### src/rtl/sum_of_squares_issue.sv
// sum_of_squares_issue: squares signed samples with a shift-add multiplier, accumulates a frame, issues it to sqrt_pipelined.
// Latency: SAMPLE_BITS+2 cycles per non-final sample; start fires SAMPLE_BITS+2 cycles after the final accept edge.
// Backpressure: in_ready is high only in IDLE (and low during reset); start is never suppressed.
// Optional feature: define SOS_SATURATE_EN to clamp the frame sum at all ones and report sat; otherwise the sum wraps.
module sum_of_squares_issue #(
  parameter int SAMPLE_BITS = 8,
  parameter int FRAME_LEN   = 4,
  parameter int INPUT_BITS  = 18
) (
  input  logic                   clk,
  input  logic                   reset,
  input  logic                   in_valid,
  output logic                   in_ready,
  input  logic [SAMPLE_BITS-1:0] in_data,
  input  logic                   in_last,
  output logic                   start,
  output logic [INPUT_BITS-1:0]  radicand,
  output logic                   sat
);

  localparam int PW = 2 * SAMPLE_BITS;
  localparam int CW = $clog2(SAMPLE_BITS + 1);
  localparam int FW = (FRAME_LEN > 1) ? $clog2(FRAME_LEN) : 1;
`ifdef SOS_SATURATE_EN
  localparam int SW = ((INPUT_BITS > PW) ? INPUT_BITS : PW) + 1;
`endif

  typedef enum logic [1:0] {
    IDLE  = 2'd0,
    MUL   = 2'd1,
    ACC   = 2'd2,
    ISSUE = 2'd3
  } state_t;

  state_t                  state_q, state_d;
  logic [PW-1:0]           mcand_q, mcand_d;
  logic [SAMPLE_BITS-1:0]  mplier_q, mplier_d;
  logic [PW-1:0]           prod_q, prod_d;
  logic [CW-1:0]           bit_cnt_q, bit_cnt_d;
  logic                    last_q, last_d;
  logic [INPUT_BITS-1:0]   acc_q, acc_d;
  logic [FW-1:0]           frame_cnt_q, frame_cnt_d;
  logic                    start_q, start_d;
  logic [INPUT_BITS-1:0]   radicand_q, radicand_d;
`ifdef SOS_SATURATE_EN
  logic                    sat_acc_q, sat_acc_d;
  logic                    sat_q, sat_d;
  logic [SW-1:0]           sum_wide;
`endif

  logic                    accept;
  logic                    mul_done;
  logic                    frame_done;
  logic [SAMPLE_BITS-1:0]  abs_data;
  logic [INPUT_BITS-1:0]   acc_next;
  logic                    sat_next;

  // Magnitude of the incoming sample; the most negative value maps to 2^(SAMPLE_BITS-1) without overflow.
  always_comb begin
    abs_data = in_data;
    if (in_data[SAMPLE_BITS-1]) begin
      abs_data = (~in_data) + SAMPLE_BITS'(1);
    end
  end

  assign accept     = in_valid && in_ready;
  assign mul_done   = (bit_cnt_q == CW'(SAMPLE_BITS - 1));
  assign frame_done = last_q || (frame_cnt_q == FW'(FRAME_LEN - 1));

  // Frame sum after adding the current square: clamped when saturation is built in, modulo 2^INPUT_BITS otherwise.
`ifdef SOS_SATURATE_EN
  always_comb begin
    sum_wide = SW'(acc_q) + SW'(prod_q);
    acc_next = sum_wide[INPUT_BITS-1:0];
    sat_next = sat_acc_q;
    if (|sum_wide[SW-1:INPUT_BITS]) begin
      acc_next = '1;
      sat_next = 1'b1;
    end
  end
`else
  always_comb begin
    acc_next = acc_q + INPUT_BITS'(prod_q);
    sat_next = 1'b0;
  end
`endif

  // State register.
  always_ff @(posedge clk or posedge reset) begin
    if (reset) begin
      state_q <= IDLE;
    end else begin
      state_q <= state_d;
    end
  end

  // Next-state logic: one pass through MUL and ACC per sample, ISSUE once per frame.
  always_comb begin
    state_d = state_q;
    case (state_q)
      IDLE:    if (accept) state_d = MUL;
      MUL:     if (mul_done) state_d = ACC;
      ACC:     state_d = frame_done ? ISSUE : IDLE;
      ISSUE:   state_d = IDLE;
      default: state_d = IDLE;
    endcase
  end

  // Output logic: ready only while idle and out of reset; issue outputs come straight from flops.
  always_comb begin
    in_ready = (state_q == IDLE) && !reset;
    start    = start_q;
    radicand = radicand_q;
`ifdef SOS_SATURATE_EN
    sat      = sat_q;
`else
    sat      = 1'b0;
`endif
  end

  // Datapath next values: sample capture, shift-add multiply, accumulate, issue and clear.
  always_comb begin
    mcand_d     = mcand_q;
    mplier_d    = mplier_q;
    prod_d      = prod_q;
    bit_cnt_d   = bit_cnt_q;
    last_d      = last_q;
    acc_d       = acc_q;
    frame_cnt_d = frame_cnt_q;
    start_d     = 1'b0;
    radicand_d  = radicand_q;
`ifdef SOS_SATURATE_EN
    sat_acc_d   = sat_acc_q;
    sat_d       = sat_q;
`endif
    case (state_q)
      IDLE: begin
        if (accept) begin
          mcand_d   = PW'(abs_data);
          mplier_d  = abs_data;
          prod_d    = '0;
          bit_cnt_d = '0;
          last_d    = in_last;
        end
      end
      MUL: begin
        if (mplier_q[0]) begin
          prod_d = prod_q + mcand_q;
        end
        mcand_d   = mcand_q << 1;
        mplier_d  = mplier_q >> 1;
        bit_cnt_d = bit_cnt_q + CW'(1);
      end
      ACC: begin
        acc_d       = acc_next;
        frame_cnt_d = frame_cnt_q + FW'(1);
`ifdef SOS_SATURATE_EN
        sat_acc_d   = sat_next;
`endif
        // The issue values are registered here so they are valid during the ISSUE cycle.
        if (frame_done) begin
          start_d    = 1'b1;
          radicand_d = acc_next;
`ifdef SOS_SATURATE_EN
          sat_d      = sat_next;
`endif
        end
      end
      ISSUE: begin
        acc_d       = '0;
        frame_cnt_d = '0;
`ifdef SOS_SATURATE_EN
        sat_acc_d   = 1'b0;
`endif
      end
      default: ;
    endcase
  end

  // Datapath registers; reset discards any partial frame.
  always_ff @(posedge clk or posedge reset) begin
    if (reset) begin
      mcand_q     <= '0;
      mplier_q    <= '0;
      prod_q      <= '0;
      bit_cnt_q   <= '0;
      last_q      <= 1'b0;
      acc_q       <= '0;
      frame_cnt_q <= '0;
      start_q     <= 1'b0;
      radicand_q  <= '0;
`ifdef SOS_SATURATE_EN
      sat_acc_q   <= 1'b0;
      sat_q       <= 1'b0;
`endif
    end else begin
      mcand_q     <= mcand_d;
      mplier_q    <= mplier_d;
      prod_q      <= prod_d;
      bit_cnt_q   <= bit_cnt_d;
      last_q      <= last_d;
      acc_q       <= acc_d;
      frame_cnt_q <= frame_cnt_d;
      start_q     <= start_d;
      radicand_q  <= radicand_d;
`ifdef SOS_SATURATE_EN
      sat_acc_q   <= sat_acc_d;
      sat_q       <= sat_d;
`endif
    end
  end

endmodule

### config.mk
export PLATFORM = sky130hd
export DESIGN_NAME = sum_of_squares_issue
export DESIGN_NICKNAME = d
export VERILOG_FILES = /design/src/rtl/sum_of_squares_issue.sv
export SDC_FILE = /design/constraint.sdc
export NUM_CORES = 1
export LEC_CHECK = 0
export ABC_AREA = 1
export CORE_ASPECT_RATIO = 0.8
export CORE_UTILIZATION = 30
export CTS_CLUSTER_SIZE = 8
export DETAILED_ROUTE_END_ITERATION = 10
export DONT_BUFFER_PORTS = 1
export GPL_ROUTABILITY_DRIVEN = 0
export SLEW_MARGIN = 20
export SYNTH_ARGS = -nofsm -noshare
export SYNTH_HDL_FRONTEND = slang
export SYNTH_SLANG_ARGS = --single-unit
### constraint.sdc
create_clock -name clk -period 2.55 [get_ports clk]
set_clock_uncertainty 0.2 [all_clocks]
set_input_delay 0.255 -clock clk [delete_from_list [all_inputs] [get_ports clk]]
set_output_delay 0.255 -clock clk [all_outputs]
set_load 0.01 [all_outputs]
==> After elaboration in Yosys (flattened, before gate mapping) <==
Cells that the tools add are included.
{ "op_classes": {"add_sub_neg": 5, "eq_ne": 8, "mux": 18, "n_bitwise": 1, "n_reduce_logical": 12} }
{ "op_table": {"columns": ["cell", "n"], "rows": [
  ["$pmux W16 S2", 2],
  ["$mux W16", 3],
  ["$pmux W18 S2", 1],
  ["$add A18 B16 Y18", 1],
  ["$add A16 B16 Y16", 1],
  ["$mux W8", 2],
  ["$pmux W8 S2", 1],
  ["$add A8 B1 Y8 const B", 1],
  ["$not A8 Y8", 1],
  ["$pmux W2 S4", 1],
  ["$pmux W4 S2", 1],
  ["$reduce_and A2 Y1", 4],
  ["$eq A2 B2 Y1 const B", 3],
  ["$mux W2", 3],
  ["$ne A2 B2 Y1 const B", 3],
  ["$add A4 B1 Y4 const B", 1],
  ["$eq A4 B3 Y1 const B", 1],
  ["$mux W4", 1],
  ["$pmux W2 S2", 1],
  ["$reduce_bool A2 Y1", 2],
  ["$reduce_and A3 Y1", 1],
  ["$add A2 B1 Y2 const B", 1],
  ["$eq A2 B1 Y1 const B", 1],
  ["$logic_and A1 B1 Y1", 2],
  ["other kinds (4)", 5]
]} }
{ "word_totals": {"ff_bits": 86, "elab_cells": 54} }

==> Depth between registers and ports, before layout <==
Gate-level depths: netlist of run 1.
{ "depth": {"depth_word": 5, "mapped_depth": 12, "ltp_nobuf": 12} }

==> Worst setup path before layout of run 1 <==
Ideal clock, no wire load.
{ "synth_path": {"path_type": "register -> register", "startpoint": "register prod_q[0]", "endpoint": "register acc_q[14]", "setup_time_ps": 118, "arrival_ps": 1731, "slack_ps": 501, "stages_incl_launch_ff": 12, "path_buffers": 0, "synth_period_minus_slack_ps": 2049, "cell_sequence": "dfrtp_1 ha_1 inv_1 fa_1 o21ai_0 nand2_1 nand2_1 nand2_1 nand2_1 nand2_1 nand3_1 nand2_1"} }
{ "synth_via": {"elab_chain_len": 2} }
{ "synth_rtl": {"columns": ["item", "line_no", "rtl"], "rows": [
  ["start, declared", "38", "logic [PW-1:0] prod_q, prod_d;"],
  ["start signal, assigned", "199", "prod_q <= prod_d;"],
  ["$add A18 B16 Y18", "83", "acc_next = acc_q + INPUT_BITS'(prod_q);"],
  ["$pmux W18 S2", "136", "case (state_q)"],
  ["end signal, assigned", "188", "acc_q <= '0;"],
  ["end signal, assigned", "202", "acc_q <= acc_d;"],
  ["end, declared", "41", "logic [INPUT_BITS-1:0] acc_q, acc_d;"]
]} }
No other way between the ends.
A chain may end at the register's enable or synchronous reset.

==> Worst setup path after layout of run 1 <==
{ "layout_path": {"startpoint": "register prod_q[0]", "endpoint": "register radicand_q[12] (netlist: radicand[12])"} }
{ "layout_via": {"elab_chain_len": 1} }
{ "layout_rtl": {"columns": ["item", "line_no", "rtl"], "rows": [
  ["$add A18 B16 Y18", "83", null],
  ["end signal, assigned", "205", "radicand_q <= radicand_d;"],
  ["end, declared", "44", "logic [INPUT_BITS-1:0] radicand_q, radicand_d;"]
]} }
No other way between the ends.

==> results.yml, run 1 <==
yosys:
  synth_ff_type: "sky130_fd_sc_hd__dfrtp_1"
  yosys-top-cells-area: "sky130_fd_sc_hd__dfrtp_1 (42%), sky130_fd_sc_hd__nand2_1 (17%), sky130_fd_sc_hd__ha_1 (8.2%)"
  synthCells: 678
  synth_simple_gate_area_share_pct: 28.3
  postSynth.asyncResetShare_pct: 100
  synth_enable_flop_cells: 0
  synth.ff_latch_count: 86
  yosysTopAreaCellShare_pct: 41.7
  synth_common_cells: "sky130_fd_sc_hd__nand2_1 (237), sky130_fd_sc_hd__dfrtp_1 (86), sky130_fd_sc_hd__inv_1 (71), sky130_fd_sc_hd__nand3_1 (52), sky130_fd_sc_hd__o21ai_0 (37)"
  synth_top_family_by_area: "simple AND/OR/NAND/NOR gates"
  synth.net_count: 726
  syn_area_per_cell_um2: 7.61
  synthesized_area_fraction_occupied_by_xor_and_xnor_cells_pct: 2.04
  yosysMostFrequentCell: "sky130_fd_sc_hd__nand2_1"
  synth.cell_area_mm2: 0.00516
  synth-seq-area-share_pct: 41.7
  synth_top_area_cell: "sky130_fd_sc_hd__dfrtp_1"
  yosysWarningCount: 0
  adder_cell_share_of_the_synthesized_area_pct: 9.02
  mux_cell_area_share_after_synthesis_pct: 0.218
  synth.lib_cells_used.distinct: 37
  synth-compound-area-share_pct: 11.5
grt:
  grt_antenna_before_repair: 0
  grt_util_all_layers_pct: 15.3
  grt_pass1_vias: 4190
  grt_pass1_wl_um: 21000
  grt_remaining_overflow: 0
  pin_count_of_the_biggest_net_entering_global_routing: 36
clock_tree:
  cts_tree: "done"
  clock_tree.buffer_depth: 2
  clk_pin_slew_worst_paths_ns: 0.06
  htreeDepth: 3
  cts_sink_count: 86
  cts.root.buffer_cell: "sky130_fd_sc_hd__clkbuf_16"
  worst_skew_pair.late_latency_ns: 0.35
  cts_inserted_buffers: 9
routing:
  route.vias.total: 4344
  drt-pass1-iter-count: 5
  dr_wl_cell_um: 13.4
  avgViaCountPerCell: 4.74
  drt_iter0_drc: 349
  antenna_violating_nets_post_route: 0
  detail_route.wirelength_um: 12300
  drc: 0
layout:
  final_layout_size_suffix_gt1_share_pct: 5.45
  insertedDiodeCount: 0
  nNetsFinal: 741
  area_delta_synth_final_pct: 13.2
worst_hold_path:
  min_to: "mcand_q[6]$_DFFE_PP0P_"
  min-delay-path-class: "in2reg"
  timing.hold.worst_path_depth: 3
  hold_path_startpoint: "in_data[6]"
sta:
  postLayoutSetupSlackWorst_ns: 0.178
  timing_worst_slew_pin_value_ns: 0.772
  drv_slew: 0
  fin_crit_sh_pct: 93.0
  timing.final.crit_period_ns: 2.37
  setup_violations: 0
  rsz0062_at_grt: "false"
  timing.fmax_mhz: 422
  finalSetupTns_ns: 0
  timing_hold_violations_final: 0
  max-slew-margin-rel_pct: 48.4
setup_path:
  crit-reg2reg-capture: "radicand[12]$_DFFE_PP0P_"
  reg2reg_setup_slack_ns: 0.18
  worst-path-max-fanout: 3
  r2r.worst_path.cells: 11
  critical_path_class: "reg2reg"
  critical_path_arrival_ns: 2.41
  rr_startpoint: "prod_q[0]$_DFFE_PP0P_"
  setup.worst_path.end_class: "flop"
  crit_required_ns: 2.59
  crit_path_start_kind: "flop"
floorplanning:
  floorplan.die.width_um: 149
  die_height_um: 119
  start_util_pct: 31.0
  die_area_mm2: 0.0177
  core.rowCount: 42
  num_io_pins: 33
  design.core.area_mm2: 0.0167
power:
  power.density_cell_area_mw_per_mm2: 1240
  ir_worst_vdd_uv: 443
  total_leakage_power_nw: 3.03
place:
  port_buffers: 0
  post-dp-hpwl_um: 9350
  worst_slack_after_detailed_placement_ns: 0.235
outcome:
  status: "completed"
run:
  maximum_capacitance_violations: 0
==> metal layers <==
| metal | wire length, um | vias to the layer above | global-route usage (%) |
|---|---|---|---|
| li1 | - | 2244 | - |
| met1 | 6330 | 2010 | 21.0 |
| met2 | 5260 | 77 | 23.0 |
| met3 | 540 | 13 | 3.72 |
| met4 | 201 | 0 | 5.80 |
| met5 | 0 | - | 0 |
==> critical path: stages, from the launching register on <==
cell and delay [ns]:
sky130_fd_sc_hd__dfrtp_1 0.37, sky130_fd_sc_hd__ha_1 0.19, sky130_fd_sc_hd__inv_1 0.06, sky130_fd_sc_hd__fa_1 0.41
sky130_fd_sc_hd__o21ai_0 0.41, sky130_fd_sc_hd__nand2_1 0.10, sky130_fd_sc_hd__nand2_1 0.16, sky130_fd_sc_hd__nand2_1 0.11
sky130_fd_sc_hd__nand2_1 0.07, sky130_fd_sc_hd__nand2_1 0.06, sky130_fd_sc_hd__nand3_1 0.07, sky130_fd_sc_hd__nand2_1 0.06
==> sequential cells by signal (all words and copies together) (netlist names) <==
register     count
start            1
mcand_q         16
state_q          2
prod_q          16
frame_cnt_q      2
acc_q           18
bit_cnt_q        4
last_q           1
radicand        18
mplier_q         8
==> report_power, final <==
part | total [W] | internal [W] | switching [W]
combinational | 0.00351 | 0.00129 | 0.00221
sequential | 0.00238 | 0.00190 | 0.000479
clock | 0.00137 | 0.000831 | 0.000534
total | 0.00725 | 0.00403 | 0.00323
==> layout by cell type (no fill, tap or decap), types with 2 or more instances in the layout <==
cell                            Yosys  final
sky130_fd_sc_hd__o22ai_1            9      9
sky130_fd_sc_hd__o21ai_0           37     37
sky130_fd_sc_hd__a21oi_1           35     35
sky130_fd_sc_hd__a22o_1             3      3
sky130_fd_sc_hd__inv_2              5      5
sky130_fd_sc_hd__nand4_1            3      3
sky130_fd_sc_hd__ha_1              34     34
sky130_fd_sc_hd__buf_4              2      8
sky130_fd_sc_hd__nand3b_1          11     11
sky130_fd_sc_hd__nor3_1             3      3
sky130_fd_sc_hd__fa_1               2      2
sky130_fd_sc_hd__inv_1             71     70
sky130_fd_sc_hd__xor2_1             4      4
sky130_fd_sc_hd__nand2_1          237    237
sky130_fd_sc_hd__o21ai_2            1      2
sky130_fd_sc_hd__xnor2_1            8      8
sky130_fd_sc_hd__clkinvlp_4         0      2
sky130_fd_sc_hd__nand2_2            2      2
sky130_fd_sc_hd__nor2_1            34     34
sky130_fd_sc_hd__nand3_1           52     52
sky130_fd_sc_hd__o21bai_1           2      2
sky130_fd_sc_hd__clkbuf_16          0      9
sky130_fd_sc_hd__o211ai_1          11     11
sky130_fd_sc_hd__clkbuf_8           0      3
sky130_fd_sc_hd__dfrtp_1           86     86
sky130_fd_sc_hd__dlygate4sd3_1      0      9
sky130_fd_sc_hd__o221ai_1           2      2
sky130_fd_sc_hd__and2_1             2      2
==> worst max path at each step <==
stage	startpoint	to	slack (ns)	cells past startpoint
after floorplan	prod_q[0]$_DFFE_PP0P_	acc_q[14]$_DFFE_PP0P_	0.50	11
after detailed placement	prod_q[0]$_DFFE_PP0P_	radicand[12]$_DFFE_PP0P_	0.23	11
after global routing	prod_q[0]$_DFFE_PP0P_	radicand[14]$_DFFE_PP0P_	0.03	11
after global placement	prod_q[0]$_DFFE_PP0P_	radicand[12]$_DFFE_PP0P_	0.24	11
final	prod_q[0]$_DFFE_PP0P_	radicand[12]$_DFFE_PP0P_	0.18	11
after CTS	prod_q[0]$_DFFE_PP0P_	radicand[12]$_DFFE_PP0P_	0.21	11
==> logic make-up (layout without fill, tap and decap cells) <==
family	Yosys count	after routing
flops	86	86
fa+ha+maj	36	36
buf+inv	90	109
xor+xnor	12	12
compound gates	104	104
other cells	1	1
simple gates	348	348
mux	1	1
==> stage by stage <==
| step | area [um^2] | instances | hold slack, ns | total power [W] | util (%) |
|---|---|---|---|---|---|
| after floorplan | 5160 | 678 | 0.205 | 0.00507 | - |
| after global placement | 5440 | 893 | 0.102 | 0.00586 | 32.6 |
| after detailed placement | 5440 | 893 | 0.101 | 0.00589 | 32.6 |
| after CTS | 5840 | 917 | 0.00360 | 0.00731 | 35.0 |
| after global routing | 5840 | 917 | 0.0363 | 0.00796 | 35.0 |
| final | 5840 | 917 | 0.0133 | 0.00725 | 35.0 |
==> cell type report <==
class                      instances  area (um^2)
sequential                        86         2150
inverter                          76          289
clock inverter                     3         42.5
tap                              220          275
fill                            1696        10800
clock buffer                      12          267
multi-input combinational        502         2640
timing repair buffer              18          170
==> what timing repair did <==
action / CTS / global route
endpoints found under the setup margin: 0 / 0
hold endpoints to repair: 45 / 0
hold buffers: 9 / 0
buffers inserted: 0 / 0
gates resized for setup: 0 / 0
(Power assumes the default switching activity.)
==> run 2, diff against run 1 <==
- GPL_TIMING_DRIVEN: not set -> 0
- REMOVE_ABC_BUFFERS: not set -> 1
==> results.yml, run 2 (synthesized netlist as in run 1, its figures left out) <==
place:
  post-dp-hpwl_um: 8920
  port_buffers: 0
setup_path:
  worst-path-max-fanout: 23
  setup.worst_path.end_class: "flop"
  cp_cell_sequence: "nor2_4 > inv_2 > nand2_4 > inv_2 > a22o_1"
  critical-path-top-cell-by-count: "sky130_fd_sc_hd__inv_2"
  cpLargestDelayFamily: "simple AND/OR/NAND/NOR gates"
  crit_buf_inv: 2
  critical_path_arrival_ns: 2.35
  critPathMaxStageDelay_ns: 0.55
  crit_path_top_delay_cell: "sky130_fd_sc_hd__dfrtp_1"
  crit_required_ns: 2.58
  crit_path_start_kind: "flop"
  critical_path_class: "reg2reg"
routing:
  drc: 0
  avgViaCountPerCell: 4.69
  antenna_violating_nets_post_route: 0
  dr_wl_cell_um: 13.0
  detail_route.wirelength_um: 11800
  drt_iter0_drc: 297
  route.vias.total: 4273
  drt-pass1-iter-count: 7
sta:
  timing.final.crit_period_ns: 2.32
  rsz0062_at_grt: "false"
  fin_crit_sh_pct: 90.9
  finalSetupTns_ns: 0
  timing_hold_violations_final: 0
  setup_violations: 0
  timing.fmax_mhz: 432
  final.hold.worst_slack_ns: 0.00884
  drv_slew: 0
clock_tree:
  cts.root.buffer_cell: "sky130_fd_sc_hd__clkbuf_16"
  cts_tree: "done"
  cts_sink_count: 86
  cts_inserted_buffers: 9
  worst_skew_pair.late_latency_ns: 0.34
  clk_pin_slew_worst_paths_ns: 0.07
  clock_tree.buffer_depth: 2
  htreeDepth: 3
grt:
  grt_pass1_wl_um: 20500
  pin_count_of_the_biggest_net_entering_global_routing: 52
  grt_util_all_layers_pct: 14.4
  grt_pass1_vias: 4142
  grt_antenna_before_repair: 0
  grt_remaining_overflow: 0
power:
  total_leakage_power_nw: 3.00
  report.power.total_w: 0.00718
  ir_worst_vdd_uv: 399
  power.density_cell_area_mw_per_mm2: 1240
floorplanning:
  design.core.area_mm2: 0.0167
  num_io_pins: 33
  floorplan.die.width_um: 149
  core.rowCount: 42
  start_util_pct: 31.0
  die_area_mm2: 0.0177
  die_height_um: 119
layout:
  finalCoreUtilization_pct: 34.8
  layout_common_cells: "sky130_fd_sc_hd__nand2_1 (237), sky130_fd_sc_hd__dfrtp_1 (86), sky130_fd_sc_hd__inv_1 (69)"
  final_layout_size_suffix_gt1_share_pct: 5.49
  layout_commonest_cell: "sky130_fd_sc_hd__nand2_1"
  insertedDiodeCount: 0
  area_delta_synth_final_pct: 12.5
  nNetsFinal: 735
worst_hold_path:
  min-delay-path-class: "in2reg"
run:
  maximum_capacitance_violations: 0
outcome:
  status: "completed"
-- run 2: changes by cell type in the layout (fill, tap and decap cells not counted), moves of 2 or more --
cell | previous run | this run
sky130_fd_sc_hd__dlygate4sd3_1 | 9 | 6
sky130_fd_sc_hd__clkbuf_8 | 3 | 0
sky130_fd_sc_hd__buf_4 | 8 | 3
sky130_fd_sc_hd__inv_6 | 0 | 2
-- run 2: worst paths after layout --
| check | from | end | slack, ns | cells after the start |
|---|---|---|---|---|
| max | state_q[1]$_DFFE_PP0P_ | bit_cnt_q[1]$_DFFE_PP0P_ | 0.23 | 5 |
| min | in_data[7] | mplier_q[5]$_DFFE_PP0P_ | 0.009 | 3 |
| max reg2reg | state_q[1]$_DFFE_PP0P_ | bit_cnt_q[1]$_DFFE_PP0P_ | 0.23 | 5 |
| min reg2reg | mplier_q[1]$_DFFE_PP0P_ | mplier_q[1]$_DFFE_PP0P_ | 0.29 | 2 |
| max in group asynchronous | reset | acc_q[11]$_DFFE_PP0P_ | 1.25 | 3 |
| min in group asynchronous | reset | bit_cnt_q[3]$_DFFE_PP0P_ | 0.27 | 2 |
-- run 2: stage by stage --
| stage | area, um^2 | setup slack, ns | instances |
|---|---|---|---|
| detailed placement | 5400 | -0.439 | 886 |
| CTS | 5770 | 0.0273 | 909 |
| global route | 5800 | 0.0481 | 912 |
| finish | 5800 | 0.233 | 912 |
| floorplan | 5070 | -0.127 | 664 |
| global placement | 5350 | -1.35 | 884 |
-- run 2: what timing repair did --
action / 4_1_cts / 5_1_grt
endpoints found under the setup margin: 16 / 30
buffers inserted: 1 / 2
gates cloned: 0 / 1
endpoints found under the hold margin: 47 / 0
hold buffers: 6 / 0
pin swaps: 1 / 0
gates resized for setup: 1 / 5
-- run 2: layout make-up --
type,instances,area (um^2)
fill,1740,10900
timing repair inverter,1,5.00
multi-input combinational,502,2660
inverter,76,292
clock inverter,6,68.8
timing repair buffer,11,121
clock buffer,10,229
sequential,86,2150
tap,220,275
-- run 2: per-layer routing --
| metal | part of all wire, % | GRT usage (%) | vias to the layer above |
|---|---|---|---|
| met5 | 0 | 0 | - |
| met4 | 0.55 | 2.32 | 0 |
| met3 | 4.3 | 3.52 | 6 |
| met2 | 41 | 21.4 | 61 |
| met1 | 54 | 21.0 | 1974 |
| li1 | - | - | 2232 |
-- run 2: power breakdown --
group          leakage (nW)  internal, W  switching, W  total [W]
clock                 0.143     0.000767      0.000571    0.00134
sequential             1.11      0.00190      0.000451    0.00235
combinational          1.75      0.00128       0.00222    0.00350
total                  3.00      0.00395       0.00324    0.00718
-- run 2: tightest hold or removal path, delay by kind of cell --
kind | cells | cell delay (ns)
and+or+nand+nor | 2 | 0.18
AOI/OAI and AO/OA | 1 | 0.07
==> run 3, diff against run 2 <==
- PLACE_DENSITY: not set -> 0.46
==> results.yml, run 3 (synthesized netlist as in run 1, its figures left out) <==
outcome:
  status: "completed"
setup_path:
  setup.worst_path.end_class: "flop"
  critical_path_class: "reg2reg"
  crit_path_start_kind: "flop"
  worst-path-max-fanout: 23
  reg2reg_setup_slack_ns: 0.20
  r2r.worst_path.cells: 5
  rr_startpoint: "state_q[1]$_DFFE_PP0P_"
  crit_required_ns: 2.57
  crit-reg2reg-capture: "bit_cnt_q[1]$_DFFE_PP0P_"
  critical_path_arrival_ns: 2.38
place:
  port_buffers: 0
  placed_cell_area_mm2: 0.00540
  dp_cells: 886
  post-dp-hpwl_um: 9480
clock_tree:
  worst_skew_pair.late_latency_ns: 0.33
  cts_sink_count: 86
  clock_tree.buffer_depth: 2
  cts_tree: "done"
  clk_pin_slew_worst_paths_ns: 0.07
  cts_inserted_buffers: 9
  cts.root.buffer_cell: "sky130_fd_sc_hd__clkbuf_16"
  htreeDepth: 3
routing:
  dr_wl_cell_um: 14.0
  drt_iter0_drc: 307
  met3RoutedLength_um: 443
  detail_route.wirelength_um: 12700
  drt-pass1-iter-count: 5
  drc: 0
  highest_layer: "met4"
  antenna_violating_nets_post_route: 0
  route.vias.total: 4312
  avgViaCountPerCell: 4.74
  wl_met2_um: 5220
  met1_length_um: 6940
floorplanning:
  core.rowCount: 42
  start_util_pct: 31.0
  floorplan.die.width_um: 149
  num_io_pins: 33
  die_height_um: 119
  die_area_mm2: 0.0177
  design.core.area_mm2: 0.0167
layout:
  layout_commonest_cell: "sky130_fd_sc_hd__nand2_1"
  final_cell_area_mm2: 0.00582
  finalNonFillerCells: 910
  fillerInstances: 1755
  layout_common_cells: "sky130_fd_sc_hd__nand2_1 (237), sky130_fd_sc_hd__dfrtp_1 (86), sky130_fd_sc_hd__inv_1 (69)"
  final_layout_size_suffix_gt1_share_pct: 5.36
  insertedDiodeCount: 0
  area_delta_synth_final_pct: 12.8
  nNetsFinal: 734
grt:
  grt_pass1_wl_um: 21300
  grt_antenna_before_repair: 0
  pin_count_of_the_biggest_net_entering_global_routing: 58
  grt_util_all_layers_pct: 15.3
  grt_pass1_vias: 4203
  grt_remaining_overflow: 0
sta:
  fin_crit_sh_pct: 92.2
  timing.fmax_mhz: 425
  timing_worst_slew_pin_value_ns: 0.563
  final.hold.worst_slack_ns: 0.0125
  timing_hold_violations_final: 0
  rsz0062_at_grt: "false"
  setup_violations: 0
  max-slew-margin-rel_pct: 62.3
  drv_slew: 0
  timing.final.crit_period_ns: 2.35
worst_hold_path:
  hold_path_startpoint: "in_data[2]"
  min_to: "mplier_q[2]$_DFFE_PP0P_"
  min-delay-path-class: "in2reg"
  timing.hold.worst_path_depth: 3
power:
  power.density_cell_area_mw_per_mm2: 1260
  total_leakage_power_nw: 3.01
  ir_worst_vdd_uv: 446
run:
  maximum_capacitance_violations: 0
[run 3: worst max-delay path by stage]
| stage | from | to | slack [ns] | cells after the start |
|---|---|---|---|---|
| after floorplan | reset | acc_q[0]$_DFFE_PP0P_ | -0.13 | 1 |
| after global placement | state_q[1]$_DFFE_PP0P_ | radicand[10]$_DFFE_PP0P_ | -1.45 | 6 |
| after detailed placement | state_q[1]$_DFFE_PP0P_ | radicand[10]$_DFFE_PP0P_ | -0.60 | 7 |
| after CTS | state_q[1]$_DFFE_PP0P_ | radicand[10]$_DFFE_PP0P_ | 0.005 | 7 |
| after global routing | state_q[0]$_DFFE_PP0P_ | mcand_q[4]$_DFFE_PP0P_ | 0.002 | 7 |
| final | state_q[1]$_DFFE_PP0P_ | bit_cnt_q[1]$_DFFE_PP0P_ | 0.20 | 5 |
[run 3: what timing repair did]
item | CTS | global route
hold endpoints to repair | 58 | 0
resized for setup | 2 | 4
gates cloned | 0 | 1
endpoints found under the setup margin | 28 | 36
pin swaps | 1 | 1
hold buffers | 6 | 0
setup buffers | 1 | 1
[run 3: layout make-up]
| cell class | instances | area, um^2 | share of cell area, % |
|---|---|---|---|
| multi-input cells | 502 | 2660 | 45.7 |
| flip-flops and latches | 86 | 2150 | 37.0 |
| inverters | 76 | 292 | 5.01 |
| well taps | 220 | 275 | 4.73 |
| clock buffers | 11 | 253 | 4.34 |
| repair buffers | 10 | 114 | 1.96 |
| clock inverters | 4 | 70.1 | 1.20 |
| repair inverters | 1 | 5.00 | 0.0860 |
[run 3: stage by stage]
stage                     setup slack (ns)  setup TNS [ns]  utilization, %  power (W)
after CTS                          0.00514               0            34.8    0.00738
after global placement               -1.45         -119.27            32.1    0.00579
final                                0.198               0            34.9    0.00734
after floorplan                     -0.127          -10.91               -    0.00500
after detailed placement            -0.600           -6.80            32.4    0.00586
after global routing               0.00227               0            34.9    0.00808
[run 3: routing by layer]
layer | global-route usage (%) | up-vias
met5 | 0 | -
met4 | 4.32 | 0
met3 | 2.84 | 10
met2 | 21.8 | 82
met1 | 23.2 | 1984
li1 | - | 2236
[run 3: critical path, stage by stage (launching register included)]
cell and delay [ns]:
sky130_fd_sc_hd__dfrtp_1 0.55, sky130_fd_sc_hd__nor2_4 0.46, sky130_fd_sc_hd__inv_2 0.29, sky130_fd_sc_hd__nand2_4 0.32, sky130_fd_sc_hd__inv_2 0.19, sky130_fd_sc_hd__a22o_1 0.22
[run 3: report_power, final]
group / total, W / internal, W / switching [W]
Sequential: 0.00235 / 0.00190 / 0.000453
Clock: 0.00145 / 0.000904 / 0.000549
Combinational: 0.00354 / 0.00128 / 0.00226
